**src/rtl/contadores_reader_pkg.sv**
```systemverilog
// contadores_reader_pkg: shared defaults and FSM encoding for the counter reader
package contadores_reader_pkg;
  localparam int DEF_N_CNT = 5;
  localparam int DEF_W = 5;
  localparam int DEF_IDX_W = 3;
  localparam logic [DEF_IDX_W-1:0] DEF_IDLE_IDX = 3'b111;
  typedef enum logic [1:0] {
    IDLE  = 2'd0,
    SWEEP = 2'd1,
    DRAIN = 2'd2,
    DONE  = 2'd3
  } state_t;
endpackage

```
**src/rtl/contadores_reader_if.sv**
```systemverilog
// contadores_reader_if: request, counter-block link and result bank of the reader
interface contadores_reader_if #(
  parameter int W = 5,
  parameter int IDX_W = 3
);
  logic             req;
  logic             valid_in;
  logic [W-1:0]     data_in;
  logic [IDX_W-1:0] idx;
  logic             busy;
  logic             done;
  logic [W-1:0]     cnt_0, cnt_1, cnt_2, cnt_3, cnt_4;
  logic [W+2:0]     sum;
  modport master (
    output req, valid_in, data_in,
    input  idx, busy, done, cnt_0, cnt_1, cnt_2, cnt_3, cnt_4, sum
  );
  modport slave (
    input  req, valid_in, data_in,
    output idx, busy, done, cnt_0, cnt_1, cnt_2, cnt_3, cnt_4, sum
  );
endinterface

```
**src/rtl/contadores_reader_sum.sv**
```systemverilog
// contadores_reader_sum: combinational adder tree over the result bank
module contadores_reader_sum #(
  parameter int N = 5,
  parameter int W = 5
) (
  input  logic [W-1:0] i_term [N],
  output logic [W+2:0] o_sum
);
  always_comb begin
    o_sum = '0;
    for (int k = 0; k < N; k++) o_sum = o_sum + (W+3)'(i_term[k]);
  end
endmodule

```
**src/rtl/contadores_reader.sv**
```systemverilog
// contadores_reader: sweeps the pop-counter select, captures all counters and
// publishes them with their total in one atomic update.
module contadores_reader
  import contadores_reader_pkg::*;
#(
  parameter int N_CNT = DEF_N_CNT,
  parameter int W = DEF_W,
  parameter int IDX_W = DEF_IDX_W,
  parameter logic [IDX_W-1:0] IDLE_IDX = DEF_IDLE_IDX
) (
  input logic clk,
  input logic reset_L,
  contadores_reader_if.slave bus
);
  state_t           r_state;
  logic [IDX_W-1:0] r_idx;
  logic             r_busy, r_done;
  logic [W-1:0]     r_stage [N_CNT];
  logic [W-1:0]     r_cnt [N_CNT];
  logic [W+2:0]     r_sum;
  logic [W-1:0]     w_bank [N_CNT];
  logic [W+2:0]     w_sum;
  logic             w_start, w_last;
  assign w_start = bus.req & bus.valid_in;
  assign w_last = r_idx == IDX_W'(N_CNT-1);
  // the last counter arrives on the same edge the bank is published
  always_comb begin
    w_bank = r_stage;
    w_bank[N_CNT-1] = bus.data_in;
  end
  contadores_reader_sum #(.N(N_CNT), .W(W)) u_sum (.i_term(w_bank), .o_sum(w_sum));
  always_ff @(posedge clk or negedge reset_L)
    if (!reset_L) begin
      r_state <= IDLE;
      r_idx <= IDLE_IDX;
      r_busy <= 1'b0;
      r_done <= 1'b0;
      r_sum <= '0;
      for (int k = 0; k < N_CNT; k++) begin
        r_stage[k] <= '0;
        r_cnt[k] <= '0;
      end
    end else begin
      r_done <= 1'b0;
      case (r_state)
        SWEEP, DRAIN:
          if (!bus.valid_in) begin
            r_state <= IDLE;
            r_idx <= IDLE_IDX;
            r_busy <= 1'b0;
          end else if (r_state == SWEEP) begin
            if (r_idx != '0) r_stage[r_idx - IDX_W'(1)] <= bus.data_in;
            r_idx <= w_last ? IDLE_IDX : r_idx + IDX_W'(1);
            r_state <= w_last ? DRAIN : SWEEP;
          end else begin
            r_stage[N_CNT-1] <= bus.data_in;
            r_cnt <= w_bank;
            r_sum <= w_sum;
            r_done <= 1'b1;
            r_busy <= 1'b0;
            r_state <= DONE;
          end
        default: begin
          r_state <= w_start ? SWEEP : IDLE;
          r_idx <= w_start ? '0 : IDLE_IDX;
          r_busy <= w_start;
        end
      endcase
    end
  assign bus.idx = r_idx;
  assign bus.busy = r_busy;
  assign bus.done = r_done;
  assign bus.sum = r_sum;
  assign bus.cnt_0 = r_cnt[0];
  assign bus.cnt_1 = r_cnt[1];
  assign bus.cnt_2 = r_cnt[2];
  assign bus.cnt_3 = r_cnt[3];
  assign bus.cnt_4 = r_cnt[4];
endmodule

```
**src/flat_wrapper.sv**
```systemverilog
// flat-port wrapper written by rule: the top's interface ports become plain ports
module contadores_reader_flat import contadores_reader_pkg::*;
#(
  parameter int N_CNT = DEF_N_CNT,
  parameter int W = DEF_W,
  parameter int IDX_W = DEF_IDX_W,
  parameter logic [IDX_W-1:0] IDLE_IDX = DEF_IDLE_IDX
)
  (clk, reset_L, bus_req, bus_valid_in, bus_data_in, bus_idx, bus_busy, bus_done, bus_cnt_0, bus_cnt_1, bus_cnt_2, bus_cnt_3, bus_cnt_4, bus_sum);
  contadores_reader_if #(.W(W), .IDX_W(IDX_W)) bus_i ();
  input logic clk;
  input logic reset_L;
  input wire logic [$bits(bus_i.req)-1:0] bus_req;
  input wire logic [$bits(bus_i.valid_in)-1:0] bus_valid_in;
  input wire logic [$bits(bus_i.data_in)-1:0] bus_data_in;
  output wire logic [$bits(bus_i.idx)-1:0] bus_idx;
  output wire logic [$bits(bus_i.busy)-1:0] bus_busy;
  output wire logic [$bits(bus_i.done)-1:0] bus_done;
  output wire logic [$bits(bus_i.cnt_0)-1:0] bus_cnt_0;
  output wire logic [$bits(bus_i.cnt_1)-1:0] bus_cnt_1;
  output wire logic [$bits(bus_i.cnt_2)-1:0] bus_cnt_2;
  output wire logic [$bits(bus_i.cnt_3)-1:0] bus_cnt_3;
  output wire logic [$bits(bus_i.cnt_4)-1:0] bus_cnt_4;
  output wire logic [$bits(bus_i.sum)-1:0] bus_sum;
  assign bus_i.req = bus_req;
  assign bus_i.valid_in = bus_valid_in;
  assign bus_i.data_in = bus_data_in;
  assign bus_idx = bus_i.idx;
  assign bus_busy = bus_i.busy;
  assign bus_done = bus_i.done;
  assign bus_cnt_0 = bus_i.cnt_0;
  assign bus_cnt_1 = bus_i.cnt_1;
  assign bus_cnt_2 = bus_i.cnt_2;
  assign bus_cnt_3 = bus_i.cnt_3;
  assign bus_cnt_4 = bus_i.cnt_4;
  assign bus_sum = bus_i.sum;
  contadores_reader #(.N_CNT(N_CNT), .W(W), .IDX_W(IDX_W), .IDLE_IDX(IDLE_IDX)) u_core (.clk(clk), .reset_L(reset_L), .bus(bus_i));
endmodule
```
**config.mk**
```make
export PLATFORM = sky130hd
export DESIGN_NAME = contadores_reader_flat
export DESIGN_NICKNAME = d
export VERILOG_FILES = /design/src/rtl/contadores_reader_pkg.sv /design/src/rtl/contadores_reader_if.sv /design/src/rtl/contadores_reader_sum.sv /design/src/rtl/contadores_reader.sv /design/src/flat_wrapper.sv
export SDC_FILE = /design/constraint.sdc
export NUM_CORES = 1
export LEC_CHECK = 0
export CAP_MARGIN = 0
export CORE_MARGIN = 1.5
export CORE_UTILIZATION = 57
export DETAILED_ROUTE_END_ITERATION = 12
export GPL_TIMING_DRIVEN = 1
export PLACE_DENSITY = 0.94
export SYNTH_ARGS = -nofsm -noshare
export SYNTH_HDL_FRONTEND = slang
export SYNTH_SLANG_ARGS = --single-unit
```
**constraint.sdc**
```tcl
create_clock -name clk -period 6.5 [get_ports clk]
set_input_delay 0.65 -clock clk [delete_from_list [all_inputs] [get_ports clk]]
set_output_delay 0.65 -clock clk [all_outputs]
set_load 0.01 [all_outputs]
```
==> results.cfg <==
[synthesis]
synth_top_family_by_area = adder cells
syn-instance-count = 280
yosysSeqAreaShare_pct = 50.9
synth_compound_area_share_pct = 6.69
avgSynthCellArea_um2 = 10.6
synthesis.nets = 315
synth_mux_area_share_pct = 7.58
yosys.area_share.adder_pct = 14.6
synth-xor-area-share_pct = 0.889
synth-simple-area-share_pct = 12.4
ys_warn_count = 0
synth_seq_cells = 60
syn_area_mm2 = 0.00296
ys_types = 30

[grt]
groute.usage.overall_pct = 25.4
antenna_found_initial = 0
grt_pass1_vias = 2194
grt_max_degree = 61
grt_pass1_wl_um = 10200
overflow = 0

[sta]
setup_tns_ns = 0
finalCriticalPeriod_ns = 3.79
finClkSkew_ns = 0.00916
finalWorstSetupSlack_ns = 2.71
tightest_slew_ns = 0.970
fmax_mhz = 264
hold_slack_ns = 0.436
rsz0062_at_grt = no
finalSetupViolations = 0
final_hold_viol_count = 0
final.period_utilization_pct = 58.4
slew_headroom_pct = 35.4
slew_viol_final = 0

[outcome]
outcome = completed

[layout]
regArea_mm2 = 0.00151
multi_input_area_mm2 = 0.00125
n_fill_cell = 342
drive_gt1_share_pct = 9.58
n_antenna_cell = 0
area_growth_pct = 24.6
fin_cells = 404
fin_nets = 364

[clocking]
cts_tree = yes
cts_buffers = 9
cts.sinks = 60
cts_hold_buf = 0
cts_root_buf = clkbuf_8
post_cts_resized = 0
post_cts_buffers = 0
clockBufferDepth = 2
path_clk_slew_ns = 0.07
htree_levels = 3
clk_latency_ns = 0.35

[critical_path]
path_cells = clkdlybuf4s50_1, inv_1, fa_1, fa_1, fa_1, inv_1, ha_1, fa_1, nand3_1, a21boi_0, o21ai_0, o21ai_0
r2r_cells = 11
worst_r2r_endpoint = u_core.bus.sum[7]
crit_family = adder cells
crit_path_top_delay_cell = fa_1
cp_common_cell = fa_1
worstPathArrival_ns = 3.98
critPathLaunchType = input pin
regToRegStartpoint = u_core.r_stage[6]
cp-end-kind = flop
crit_type = input pin to flop
crit_buf_inv = 3
worstPathRequired_ns = 6.69
cpPeakStageDelay_ns = 0.60
r2r_slack_ns = 3.14
crit_fanout = 6

[power_and_ir_drop]
ir_drop_mv = 0.396
power_w = 0.00220
p_leak_nw = 1.85
p_per_area_mw_per_mm2 = 597

[hold_path]
hp-class = input pin to async pin

[floorplan]
die_w_um = 75.0
die_h_um = 75.0
rows = 26
ios = 47
initial_utilization_pct = 58.6
fp.dieArea_mm2 = 0.00563
coreArea_mm2 = 0.00504

[placement]
dp_slack_ns = 2.33
dpl.hpwl_um = 4210
io_buffers = 46
gp_congestion = 0.817
placed_cells = 388

[detailed_routing]
wl_per_cell_um = 15.3
remaining_drc_errors = 0
drtPass1Iterations = 4
ant_nets = 0
num_vias = 2138
drtIter0Drc = 132
viasPerCell = 5.29
finalWirelength_um = 6190

[flow_run]
cap_violations = 0
[report_power, final]
group | internal, W | switching, W | total [W]
registers | 0.000530 | 0.0000831 | 0.000613
clock network | 0.000226 | 0.000147 | 0.000372
logic | 0.000557 | 0.000658 | 0.00122
[final cells by class]
cell class	count	share of cell area (%)
tap	70	2.38
clock buffer	12	3.94
timing repair buffer	47	12.6
inverter	43	4.38
sequential	60	40.9
clock inverter	4	1.97
multi-input combinational	168	33.9
[cell usage in the layout, fill, tap and decap left out, drive strengths merged, types with 2 or more instances in the layout]
cell | synthesis | layout
mux2 | 7 | 7
xnor2 | 3 | 3
and2b | 2 | 2
nand2b | 2 | 2
nand3 | 3 | 3
clkbuf | 7 | 12
nor2 | 5 | 5
dfrtp | 57 | 57
dfstp | 3 | 3
o21ai | 28 | 28
mux2i | 13 | 13
o31ai | 2 | 2
inv | 43 | 43
buf | 2 | 2
fa | 14 | 14
bufinv | 0 | 2
ha | 12 | 12
nor3 | 2 | 2
nand2 | 63 | 63
a21oi | 4 | 4
clkdlybuf4s50 | 0 | 45
[how the worst max path moves through the flow]
stage	from	to	slack [ns]	depth (start not counted)
finish	bus_data_in[1]	u_core.bus.sum[7]	2.71	12
global route	bus_data_in[2]	u_core.bus.sum[7]	2.47	13
CTS	bus_data_in[2]	u_core.bus.sum[7]	2.70	13
detailed placement	bus_data_in[2]	u_core.bus.sum[7]	2.33	13
global placement	bus_data_in[2]	u_core.bus.sum[4]	2.46	13
floorplan	bus_data_in[1]	u_core.bus.sum[7]	3.12	11
[Yosys cell counts]
library cell | n | share of area, %
ha_1 | 12 | 5.1
mux2_4 | 4 | 2.0
and2_1 | 1 | 0.21
nor4_2 | 1 | 0.42
or4b_4 | 1 | 0.47
buf_2 | 1 | 0.17
fa_1 | 14 | 9.5
buf_6 | 1 | 0.38
xnor2_1 | 3 | 0.89
nand2_1 | 63 | 8.0
mux2_2 | 3 | 1.1
and2b_1 | 1 | 0.25
a211oi_1 | 1 | 0.25
o31ai_1 | 2 | 0.51
clkbuf_1 | 7 | 0.89
inv_1 | 43 | 5.5
a21boi_0 | 1 | 0.25
or3b_1 | 1 | 0.30
and2b_2 | 1 | 0.30
dfstp_2 | 3 | 2.7
o21ai_0 | 28 | 4.7
nand2b_1 | 2 | 0.42
mux2i_1 | 13 | 4.4
nand3_1 | 3 | 0.51
o21a_1 | 1 | 0.25
nand3b_1 | 1 | 0.25
nor2_1 | 5 | 0.64
a21oi_1 | 4 | 0.68
dfrtp_1 | 57 | 48
nor3_2 | 2 | 0.68
[through the flow]
step	area (µm²)	utilization, %
finish	3680	73.1
global route	3680	73.1
CTS	3680	73.1
detailed placement	3470	68.7
global placement	3470	68.7
floorplan	2960	-
[registers in the layout, summed over array words and instances, names as in the netlist]
| register | flops |
|---|---|
| u_core.bus.cnt_4 | 5 |
| u_core.bus.cnt_1 | 5 |
| u_core.r_state | 2 |
| u_core.bus.cnt_2 | 5 |
| u_core.bus.cnt_3 | 5 |
| u_core.bus.busy | 1 |
| u_core.bus.sum | 8 |
| u_core.bus.cnt_0 | 5 |
| u_core.r_stage | 20 |
| u_core.bus.done | 1 |
| u_core.bus.idx | 3 |
[routing by layer]
layer / up-vias / wire [µm] / part of all wire, % / global-route usage (%)
met3: 24 / 370 / 6.0 / 8.30
met1: 1049 / 2460 / 40 / 29.7
met4: 0 / 261 / 4.2 / 12.3
met5: - / 0 / 0 / 0
met2: 85 / 3100 / 50 / 42.4
li1: 980 / - / - / -
[cells by family (layout without fill, tap and decap cells)]
logic type,after synthesis,in the layout
XOR/XNOR,3,3
buffers and inverters,52,106
AO/OA/AOI/OAI,37,37
adder cells (fa/ha/maj),26,26
AND/OR/NAND/NOR,82,82
flip-flops,60,60
multiplexers,20,20
No activity file was read; power rests on OpenSTA's default activity.
